--- src/rtl/logic_unit_acc.sv ---
// Bitwise logic unit with an element mode and a left-to-right reduction (accumulate) mode.
// Valid/ready on both sides. The registered result holds while the consumer stalls.
module logic_unit_acc #(
  parameter int WIDTH = 32,
  parameter int CNT_W = 8
) (
  input  logic             clk,
  input  logic             rst_n,
  input  logic             in_valid,
  output logic             in_ready,
  input  logic [2:0]       op,
  input  logic             acc_mode,
  input  logic             last,
  input  logic [WIDTH-1:0] in1,
  input  logic [WIDTH-1:0] in2,
  output logic             out_valid,
  input  logic             out_ready,
  output logic [WIDTH-1:0] out,
  output logic             out_zero,
  output logic [CNT_W-1:0] beats
);

  localparam logic [0:0] IDLE = 1'b0;
  localparam logic [0:0] ACC  = 1'b1;

  logic [0:0]       state_reg, state_next;
  logic [2:0]       op_reg, op_next;
  logic [WIDTH-1:0] acc_reg, acc_next;
  logic [CNT_W-1:0] count_reg, count_next;
  logic             out_valid_reg, out_valid_next;
  logic [WIDTH-1:0] out_reg, out_next;
  logic             out_zero_reg, out_zero_next;
  logic [CNT_W-1:0] beats_reg, beats_next;

  logic             accept;
  logic             load;
  logic [3:0]       elem_lut;
  logic [3:0]       acc_lut;
  logic [WIDTH-1:0] elem_res;
  logic [WIDTH-1:0] acc_res;
  logic [CNT_W-1:0] count_inc;

  // Each op is a 2-input truth table indexed by {a, b}; bit k is the result for {a,b} == k.
  function automatic logic [3:0] op_lut(input logic [2:0] code);
    logic [3:0] t;
    case (code)
      3'b000:  t = 4'b1000; // AND
      3'b001:  t = 4'b1110; // OR
      3'b010:  t = 4'b0110; // XOR
      3'b011:  t = 4'b0001; // NOR
      3'b100:  t = 4'b0111; // NAND
      3'b101:  t = 4'b1001; // XNOR
      3'b110:  t = 4'b0100; // a & ~b
      default: t = 4'b1100; // pass a
    endcase
    return t;
  endfunction

  assign elem_lut = op_lut(op);
  assign acc_lut  = op_lut(op_reg);

  // The running value is always the left operand, which keeps non-associative ops in arrival order.
  genvar gi;
  generate
    for (gi = 0; gi < WIDTH; gi++) begin : g_bit
      assign elem_res[gi] = elem_lut[{in1[gi], in2[gi]}];
      assign acc_res[gi]  = acc_lut[{acc_reg[gi], in1[gi]}];
    end
  endgenerate

  assign in_ready  = !out_valid_reg || out_ready;
  assign accept    = in_valid && in_ready;
  assign count_inc = (count_reg == {CNT_W{1'b1}}) ? count_reg : count_reg + CNT_W'(1);

  always_comb begin
    state_next = state_reg;
    op_next    = op_reg;
    acc_next   = acc_reg;
    count_next = count_reg;
    out_next   = out_reg;
    beats_next = beats_reg;
    load       = 1'b0;

    if (accept) begin
      if (state_reg == ACC) begin
        // Inside a burst the live op and acc_mode are ignored.
        if (last) begin
          load       = 1'b1;
          out_next   = acc_res;
          beats_next = count_inc;
          state_next = IDLE;
          acc_next   = '0;
          count_next = '0;
        end else begin
          acc_next   = acc_res;
          count_next = count_inc;
        end
      end else if (!acc_mode) begin
        load       = 1'b1;
        out_next   = elem_res;
        beats_next = CNT_W'(1);
      end else if (last) begin
        load       = 1'b1;
        out_next   = in1;
        beats_next = CNT_W'(1);
      end else begin
        state_next = ACC;
        op_next    = op;
        acc_next   = in1;
        count_next = CNT_W'(1);
      end
    end

    if (load) begin
      out_valid_next = 1'b1;
    end else if (out_ready) begin
      out_valid_next = 1'b0;
    end else begin
      out_valid_next = out_valid_reg;
    end
    out_zero_next = load ? (out_next == '0) : out_zero_reg;
  end

  always_ff @(posedge clk) begin
    if (!rst_n) begin
      state_reg     <= IDLE;
      op_reg        <= 3'b000;
      acc_reg       <= '0;
      count_reg     <= '0;
      out_valid_reg <= 1'b0;
      out_reg       <= '0;
      out_zero_reg  <= 1'b1;
      beats_reg     <= '0;
    end else begin
      state_reg     <= state_next;
      op_reg        <= op_next;
      acc_reg       <= acc_next;
      count_reg     <= count_next;
      out_valid_reg <= out_valid_next;
      out_reg       <= out_next;
      out_zero_reg  <= out_zero_next;
      beats_reg     <= beats_next;
    end
  end

  assign out_valid = out_valid_reg;
  assign out       = out_reg;
  assign out_zero  = out_zero_reg;
  assign beats     = beats_reg;

endmodule

--- config.mk ---
export PLATFORM = sky130hd
export DESIGN_NAME = logic_unit_acc
export DESIGN_NICKNAME = d
export VERILOG_FILES = /design/src/rtl/logic_unit_acc.sv
export SDC_FILE = /design/constraint.sdc
export NUM_CORES = 1
export LEC_CHECK = 0
export BUFFER_PORTS_ARGS = -buffer_cell sky130_fd_sc_hd__buf_2
export CAP_MARGIN = 25
export CORE_ASPECT_RATIO = 0.9
export CORE_UTILIZATION = 49
export DETAILED_ROUTE_END_ITERATION = 10
export GPL_ROUTABILITY_DRIVEN = 0
export PLACE_DENSITY = 0.76
export SKIP_CTS_REPAIR_TIMING = 1
export SYNTH_ARGS = -nofsm -noshare
export SYNTH_HDL_FRONTEND = slang
export SYNTH_SLANG_ARGS = --single-unit
--- constraint.sdc ---
create_clock -name clk -period 2.1 [get_ports clk]
set_clock_uncertainty 0.2 [all_clocks]
set_input_delay 0.105 -clock clk [delete_from_list [all_inputs] [get_ports clk]]
set_output_delay 0.105 -clock clk [all_outputs]
set_load 0.01 [all_outputs]
Yosys cells after proc, flatten, opt, wreduce, memory -nomap -nowiden
Index checks and enable logic that the tools add are counted.
{"block": "word_totals", "regBits": 86, "in_bits": 73, "output_inout_bits": 43, "wordCells": 259}
{"block": "classes", "addsub": 1, "magnitude_cmp": 64, "eq_ne": 16, "muxes": 157, "bitwise_logic": 2, "reduce_logical": 11}
{"operator": "32-bit two-way mux", "n": 9}
{"operator": "2-bit by 3-bit less-than comparator with 1-bit output (second input constant)", "n": 64}
{"operator": "1-bit binary-select mux with 2-bit select", "n": 64}
{"operator": "1-bit two-way mux", "n": 73}
{"operator": "8-bit two-way mux", "n": 9}
{"operator": "4-bit one-hot mux with 7 select lines", "n": 2}
{"operator": "32-bit logical NOT", "n": 1}
{"operator": "3-bit equality test (second input constant)", "n": 6}
{"operator": "3-bit by 2-bit equality test with 1-bit output (second input constant)", "n": 4}
{"operator": "8-bit by 1-bit adder with 8-bit output (second input constant)", "n": 1}
{"operator": "8-bit equality test (second input constant)", "n": 1}
{"operator": "3-bit by 1-bit equality test with 1-bit output (second input constant)", "n": 2}
{"operator": "3-bit logical NOT", "n": 2}
{"operator": "3-bit AND reduction", "n": 2}
{"operator": "2-bit by 1-bit != test with 1-bit output (second input constant)", "n": 2}
{"operator": "4-bit AND reduction", "n": 1}
{"operator": "2-bit nonzero test", "n": 2}
{"operator": "2-bit != test (second input constant)", "n": 1}
{"operator": "1-bit NOT", "n": 2}
{"operator": "1-bit logical AND", "n": 1}
{"operator": "1-bit logical NOT", "n": 1}
{"operator": "1-bit logical OR", "n": 1}

Longest topological paths before layout
Gate-level depths: netlist of run 1.
{"block": "depth", "depth_word": 8, "ltp_mapped": 11, "mapped_depth_nobuf": 8}

Least setup slack after synthesis of run 1
No wires, ideal clock.
{"block": "synth_path", "kind": "reg-to-reg", "startpoint": "register out_valid_reg (netlist: out_valid)", "endpoint": "register out_zero_reg (netlist: out_zero)", "setup_ns": 0.069, "t_arrival_ns": 1.925, "t_required_ns": 1.831, "setup_slack_ns": -0.094, "stages_incl_launch_ff": 12, "n_path_buf": 3, "path_cell_list": "dfxtp_1 > nor2b_1 > buf_4 > nor3_2 > and3_1 > buf_2 > buf_6 > a22oi_1 > nand3_1 > nor4_1 > nand4_1 > o21ai_1"}
{"block": "synth_between", "elab_chain_cells": 5, "elab_cells_between_ends": 6, "cone_classes": "mux (2); reduce/logical (4)"}
{"item": "from (decl)", "line": "30", "text": "logic out_valid_reg, out_valid_next;"}
{"item": "from (signal assigned)", "line": "139", "text": "out_valid_reg <= out_valid_next;"}
{"item": "1-bit logical NOT (*)", "line": "71", "text": "assign in_ready = !out_valid_reg || out_ready;"}
{"item": "1-bit logical OR (*)", "line": "71"}
{"item": "1-bit logical AND (*)", "line": "72", "text": "assign accept = in_valid && in_ready;"}
{"item": "32-bit two-way mux", "line": "84", "text": "if (accept) begin"}
{"item": "32-bit logical NOT", "line": "121", "text": "out_zero_next = load ? (out_next == '0) : out_zero_reg;"}
{"item": "to (signal assigned)", "line": "141", "text": "out_zero_reg <= out_zero_next;"}
{"item": "to (decl)", "line": "32", "text": "logic out_zero_reg, out_zero_next;"}
Mark *: on every way between the ends. The rest lies on a longest branch, timed or not.
A chain may end at the register's enable or synchronous reset.

Worst setup path after layout of run 1
{"block": "layout_path", "startpoint": "register op_reg[1]", "endpoint": "register out_zero_reg (netlist: out_zero)"}
{"block": "layout_between", "elab_chain_cells": 8, "elab_cells_between_ends": 76, "cone_classes": "eq/ne (6); mux (68); reduce/logical (2)"}
{"item": "from (decl)", "line": "27", "text": "logic [2:0] op_reg, op_next;"}
{"item": "from (signal assigned)", "line": "136", "text": "op_reg <= op_next;"}
{"item": "3-bit equality test (tied with other cells)", "line": "46", "text": "case (code)"}
{"item": "4-bit one-hot mux with 7 select lines (*)", "line": "46"}
{"item": "1-bit binary-select mux with 2-bit select", "line": "67", "text": "assign acc_res[gi] = acc_lut[{acc_reg[gi], in1[gi]}];"}
{"item": "1-bit two-way mux (not written as such)", "line": "67"}
{"item": "32-bit two-way mux (*)", "line": "87", "text": "if (last) begin"}
{"item": "32-bit two-way mux (*)", "line": "85", "text": "if (state_reg == ACC) begin"}
{"item": "32-bit two-way mux (*)", "line": "84"}
{"item": "32-bit logical NOT (*)", "line": "121"}
Mark *: on every way between the ends. The rest lies on a longest branch, timed or not. The select of a mux whose other input is x is not followed.

==> results of run 1 <==
==> cells in the final DEF (no fill, tap or decap), types with 7 or more instances in the layout <==
cell type  netlist  layout
a31o_2           8       7
o221ai_1        24      18
buf_4            1     216
a311oi_1        16      16
o21ai_0        176     156
xor2_1          61      61
a21boi_0         8       8
o21ai_1          3      19
a21o_1           9       9
or3b_1          20      20
nand3_1         36      35
buf_12           0      26
nand2b_1        73      73
o211a_1         21      21
o22ai_1         46      46
a32oi_1         11      10
nand2_1         42      40
and2_1          26      25
buf_2           28     114
a31oi_1          9       9
o21a_1          16      16
clkbuf_16        0      13
a22oi_1         17      15
nor2_1          96      92
inv_1           45      45
o211ai_1        39      39
a311o_1         14      14
nand4_1         16      16
a211oi_1        12      12
nor3b_1         17      17
mux2i_1         17      17
or3_1           25      22
a211o_1         14      14
dfxtp_1         86      82
a21oi_1        120     119
a221oi_1         9       8
==> final timing paths <==
check / startpoint / endpoint / slack [ns] / cells after the start
setup / recovery: op_reg[1]$_SDFFE_PN0P_ / out_zero$_SDFFE_PN1P_ / -0.46 / 10
setup reg to reg: op_reg[1]$_SDFFE_PN0P_ / out_zero$_SDFFE_PN1P_ / -0.46 / 10
hold / removal: rst_n / count_reg[3]$_SDFFE_PN0P_ / -0.008 / 3
hold reg to reg: beats[6]$_SDFFE_PN0P_ / beats[6]$_SDFFE_PN0P_ / 0.25 / 2
==> layer usage <==
metal / vias up / share of wire
met1: 5560 / 0.39
met5: - / 0
met3: 165 / 0.11
met4: 0 / 0.049
met2: 795 / 0.45
li1: 5470 / -
==> kinds of logic after synthesis <==
group,Yosys count,share of synthesized area
muxes,20,0.02184
DFF,86,0.1844
adders and majority gates,1,0.001340
and+or+nand+nor,387,0.2296
AOI/OAI and AO/OA,591,0.4111
buffers and inverters,208,0.09166
xor gates and xnor gates,64,0.06004
==> area by class of cell <==
cell class / instances / share of cell area
clock inverters: 6 / 0.003751
well taps: 245 / 0.02484
repair buffers: 366 / 0.2333
clock buffers: 10 / 0.01936
inverters: 46 / 0.01399
multi-input cells: 1063 / 0.5645
flip-flops and latches: 86 / 0.1403
==> worst min-delay path: stages <==
cell and delay (ns):
buf_2 0.11, inv_1 0.16, nor2_1 0.13
==> power by group <==
| part | switching, mW | internal [mW] |
|---|---|---|
| clock network | 0.763 | 0.842 |
| logic | 1.31 | 1.10 |
| registers | 0.0911 | 1.74 |
| total | 2.17 | 3.69 |
==> metrics by stage <==
step	utilization	worst slack [ns]	instances	area, um2	TNS (ns)
floorplan	-	-0.03210	1357	9373	-0.03210
finish	0.6663	-0.4589	1822	12340	-1.106
CTS	0.6451	-0.4013	1808	11950	-5.199
global route	0.6663	-0.4701	1822	12340	-2.009
global placement	0.6297	-0.3321	1792	11660	-1.293
detailed placement	0.6297	-0.4261	1792	11660	-3.191
==> results.toml, run 1 <==
[die]
design.portCount = 116
core.rowCount = 47
fp.coreArea_um2 = 18520
initial_core_util = 0.5040
dieWidth_um = 147.5
die_area_um2 = 19610
chipHeight_um = 133.0

[synthesis]
synth.lib_cells_used.distinct = 64
synthesis.area_per_instance_um2 = 6.880
synth_nets = 1431
post_synth_most_frequent_cells = "176 x o21ai_0, 120 x a21oi_1, 112 x clkbuf_1, 96 x nor2_1, 86 x dfxtp_1"
synth_area_leaders = "dfxtp_1 18%, o21ai_0 9.4%, a21oi_1 6.4%, xor2_1 5.7%, nand2b_1 4.9%"
syn-cell-area_um2 = 9336
dominantRegCellSynth = "dfxtp_1"
postSynthCellCount = 1357
synth_sequential_area_ratio = 0.1844
number_of_synthesis_warnings = 0
synth_top_area_share = 0.1844
synth_enable_flop_cells = 0
synth_top_cell_by_area = "dfxtp_1"
synth.ff_latch_count = 86
synth-async-reset-ratio = 0
post-synth-top-count-cell = "o21ai_0"

[global_routing]
grt_pass1_vias = 10620
global_router_s_overall_resource_usage = 0.3192
grt.met2_usage = 0.5372
grt_use_met3 = 0.04345
pin_count_of_the_biggest_net_entering_global_routing = 39
initial_antenna_violation_count = 0
grt_first_pass_wirelength_um = 51390
globalRouteOverflowTotal = 0
gr-max-usage-layer = "met2"
use_met1 = 0.4034

[worst_setup_path]
largest_incremental_delay_on_the_critical_path_ns = 0.39
crit_family = "simple AND/OR/NAND/NOR gates"
path_class = "reg -> reg"
cpMostUsedCell = "buf_4"
crit_path_top_delay_cell = "dfxtp_4"
crit_path_end_kind = "flip-flop"
path_max_fanout = 9
worstPathArrival_ns = 2.66
crit_buf_inv = 3
critical_path_required_ns = 2.20
path_cells = "clkbuf_16 > nor2_2 > buf_4 > a32oi_2 > a32oi_1 > o31ai_1 > nor4_1 > buf_4 > nand4_1 > o21ai_1"
critical_path.startpoint_type = "flip-flop"

[finish]
ratio_of_cells_with_drive_above_1_in_the_final_layout = 0.2815
multi_input_comb_area_um2 = 6967
layout.nets = 1646
final-seq-area_um2 = 1732
filler_cell_count = 1514
n_antenna_cell = 0
area_delta_synth_final_pct = 32.19

[detailed_routing]
drt_first_pass_iters = 6
avgViaCountPerCell = 6.581
wire_per_inst_um = 18.71
routed_wl_um = 34100
drtIter0Drc = 1537
dr_total_vias = 11990
remaining_drc_errors = 0
antenna_violating_nets_post_route = 0

[timing]
pins_over_their_slew_limit = 0
setup-violations-final = 9
min_period_over_period = 1.219
worst_slew_margin_rel = 0.6816
hold_viol = 4
postLayoutSetupSlackWorst_ns = -0.4589
timing_worst_slew_pin_value_ns = 0.4776
max_freq_mhz = 390.8
period_minus_slack_ns = 2.559
hold_slack_ns = -0.008191
rsz0062_at_grt = "true"

[cts]
ctsLongestPathBuffers = 2
cts-buffers-inserted = 9
clk_transition_reported_paths_ns = 0.07
clock_tree.htree_level_count = 3
clk_root_buffer_cell = "clkbuf_16"
num_clock_sinks = 86
tritoncts = "done"
clk-insertion-delay-late_ns = 0.36

[outcome]
run_status = "finished with violations"
failed_checks = "negative hold slack, negative setup slack"

[power_and_ir_drop]
p_per_area_nw_per_um2 = 474.3
total_leakage_power_nw = 5.211
post-layout-total-power_mw = 5.854
ir_drop_uv = 419.9

[run]
maxCapViolations = 0

[hold_path]
holdCritPathClass = "in -> reg"

[placed_design]
dp.final_hpwl_um = 23530
io_buffers = 115
Power figures use the tool's default switching activity.
==> inputs of run 2 (changes only) <==
--- a/config.mk
+++ b/config.mk
@@ -7,11 +7,12 @@
 export LEC_CHECK = 0
 export BUFFER_PORTS_ARGS = -buffer_cell sky130_fd_sc_hd__buf_2
 export CAP_MARGIN = 25
-export CORE_ASPECT_RATIO = 0.9
+export CORE_ASPECT_RATIO = 0.5
 export CORE_UTILIZATION = 49
 export DETAILED_ROUTE_END_ITERATION = 10
 export GPL_ROUTABILITY_DRIVEN = 0
 export PLACE_DENSITY = 0.76
+export RECOVER_POWER = 50
 export SKIP_CTS_REPAIR_TIMING = 1
 export SYNTH_ARGS = -nofsm -noshare
 export SYNTH_HDL_FRONTEND = slang
==> results.toml, run 2 (same netlist as run 1, synthesis figures left out) <==
[detailed_routing]
drt_first_pass_iters = 7
antenna_violating_nets_post_route = 0
drtIter0Drc = 1905
dr_total_vias = 12380
routed_wl_um = 36470
wire_per_inst_um = 19.83
avgViaCountPerCell = 6.730
remaining_drc_errors = 0

[worst_setup_path]
critical_path_required_ns = 2.18
path_max_fanout = 10
critical_path.startpoint_type = "flip-flop"
worst-r2r-cell-count = 10
r2r_slack_ns = -0.49
worst_r2r_startpoint = "op_reg[1]$_SDFFE_PN0P_"
path_class = "reg -> reg"
crit_path_end_kind = "flip-flop"
crit_start = "op_reg[1]$_SDFFE_PN0P_"
worst_setup_path_endpoint = "out_zero$_SDFFE_PN1P_"
worst_r2r_endpoint = "out_zero$_SDFFE_PN1P_"
worstPathArrival_ns = 2.68

[global_routing]
grt_first_pass_wirelength_um = 55210
global_router_s_overall_resource_usage = 0.3415
grt_pass1_vias = 11550
globalRouteOverflowTotal = 0
initial_antenna_violation_count = 2
pin_count_of_the_biggest_net_entering_global_routing = 55

[placed_design]
dp.final_hpwl_um = 24790
io_buffers = 115
pre_cts_ws_ns = -0.4598
dpl_cell_area_um2 = 11670
place.detailed.instances = 1810

[die]
core.rowCount = 35
die_area_um2 = 19640
fp.coreArea_um2 = 18520
chipHeight_um = 99.61
dieWidth_um = 197.2
initial_core_util = 0.5040
design.portCount = 116

[finish]
top_library_cells_by_usage_in_the_layout_fill_and_taps_aside = "217 x buf_4, 150 x o21ai_0, 120 x a21oi_1, 93 x nor2_1, 83 x dfxtp_1"
layout.nets = 1648
finalNonFillerCells = 1839
layout.cells.most_common = "buf_4"
area_delta_synth_final_pct = 31.61
utilization = 0.6634
design_area_um2 = 12290
ratio_of_cells_with_drive_above_1_in_the_final_layout = 0.2541

[power_and_ir_drop]
p_per_area_nw_per_um2 = 490.7
total_leakage_power_nw = 5.043
post-layout-total-power_mw = 6.030
ir_drop_uv = 401.4

[timing]
period_minus_slack_ns = 2.595
setup-violations-final = 16
pins_over_their_slew_limit = 0
hold_slack_ns = -0.02077
timing_worst_slew_pin_value_ns = 0.5478
max_freq_mhz = 385.4
finalSetupTns_ns = -0.9574
hold_viol = 1
min_period_over_period = 1.236
rsz0062_at_grt = "true"
worst_slew_margin_rel = 0.6348
postLayoutSetupSlackWorst_ns = -0.4946

[cts]
clock_tree.htree_level_count = 3
cts-buffers-inserted = 9
ctsLongestPathBuffers = 2
clk_transition_reported_paths_ns = 0.07
clk_root_buffer_cell = "clkbuf_16"
clk-insertion-delay-late_ns = 0.36
tritoncts = "done"
num_clock_sinks = 86

[hold_path]
holdCritPathClass = "in -> reg"

[outcome]
failed_checks = "negative hold slack, negative setup slack"
run_status = "finished with violations"

[run]
maxCapViolations = 0
run 2: cell count changes in the layout (fill, tap and decap cells not counted), sizes merged:
| cell | before | now |
|---|---|---|
| clkbuf | 14 | 58 |
| buf | 361 | 320 |
| clkinv | 4 | 0 |
| diode | 0 | 2 |
| bufinv | 0 | 1 |
| inv | 46 | 47 |
run 2: cell type report:
cell class / count / area (um2)
fill: 1513 / 6236
inverter: 46 / 172.7
timing repair buffer: 368 / 2780
tap: 259 / 324.1
antenna: 2 / 5.005
multi-input combinational: 1063 / 6968
clock buffer: 11 / 254.0
clock inverter: 4 / 53.80
sequential: 86 / 1730
run 2: worst min-delay path by stage:
stage | from | end | slack, ns | depth (start not counted)
after CTS | rst_n | beats[6]$_SDFFE_PN0P_ | -0.10 | 3
after detailed placement | beats[6]$_SDFFE_PN0P_ | beats[6]$_SDFFE_PN0P_ | 0.23 | 2
after floorplan | rst_n | count_reg[2]$_SDFFE_PN0P_ | 0.12 | 2
after global routing | op[2] | op_reg[2]$_SDFFE_PN0P_ | 0.04 | 4
final | op[2] | op_reg[2]$_SDFFE_PN0P_ | -0.02 | 4
after global placement | beats[6]$_SDFFE_PN0P_ | beats[6]$_SDFFE_PN0P_ | 0.23 | 2
run 2: critical path, cell delays in order, from the launching register on:
cell and delay (ns):
dfxtp_4 0.37, buf_12 0.14, or3b_1 0.37, nand3_1 0.10
a32oi_1 0.17, a32oi_1 0.33, o31ai_2 0.13, nor4_2 0.30
buf_4 0.18, nand4_1 0.09, o21ai_1 0.14
run 2: report_power, final:
group | internal [mW] | switching, mW
Combinational | 1.07 | 1.37
Sequential | 1.74 | 0.0895
Clock | 0.996 | 0.766
Total | 3.81 | 2.22
run 2: metal layers:
layer	GRT usage	share of wire	up-vias
met5	0	0	-
met4	0.1383	0.045	0
met3	0.05663	0.11	223
met2	0.5739	0.45	864
met1	0.4367	0.39	5809
li1	-	-	5481
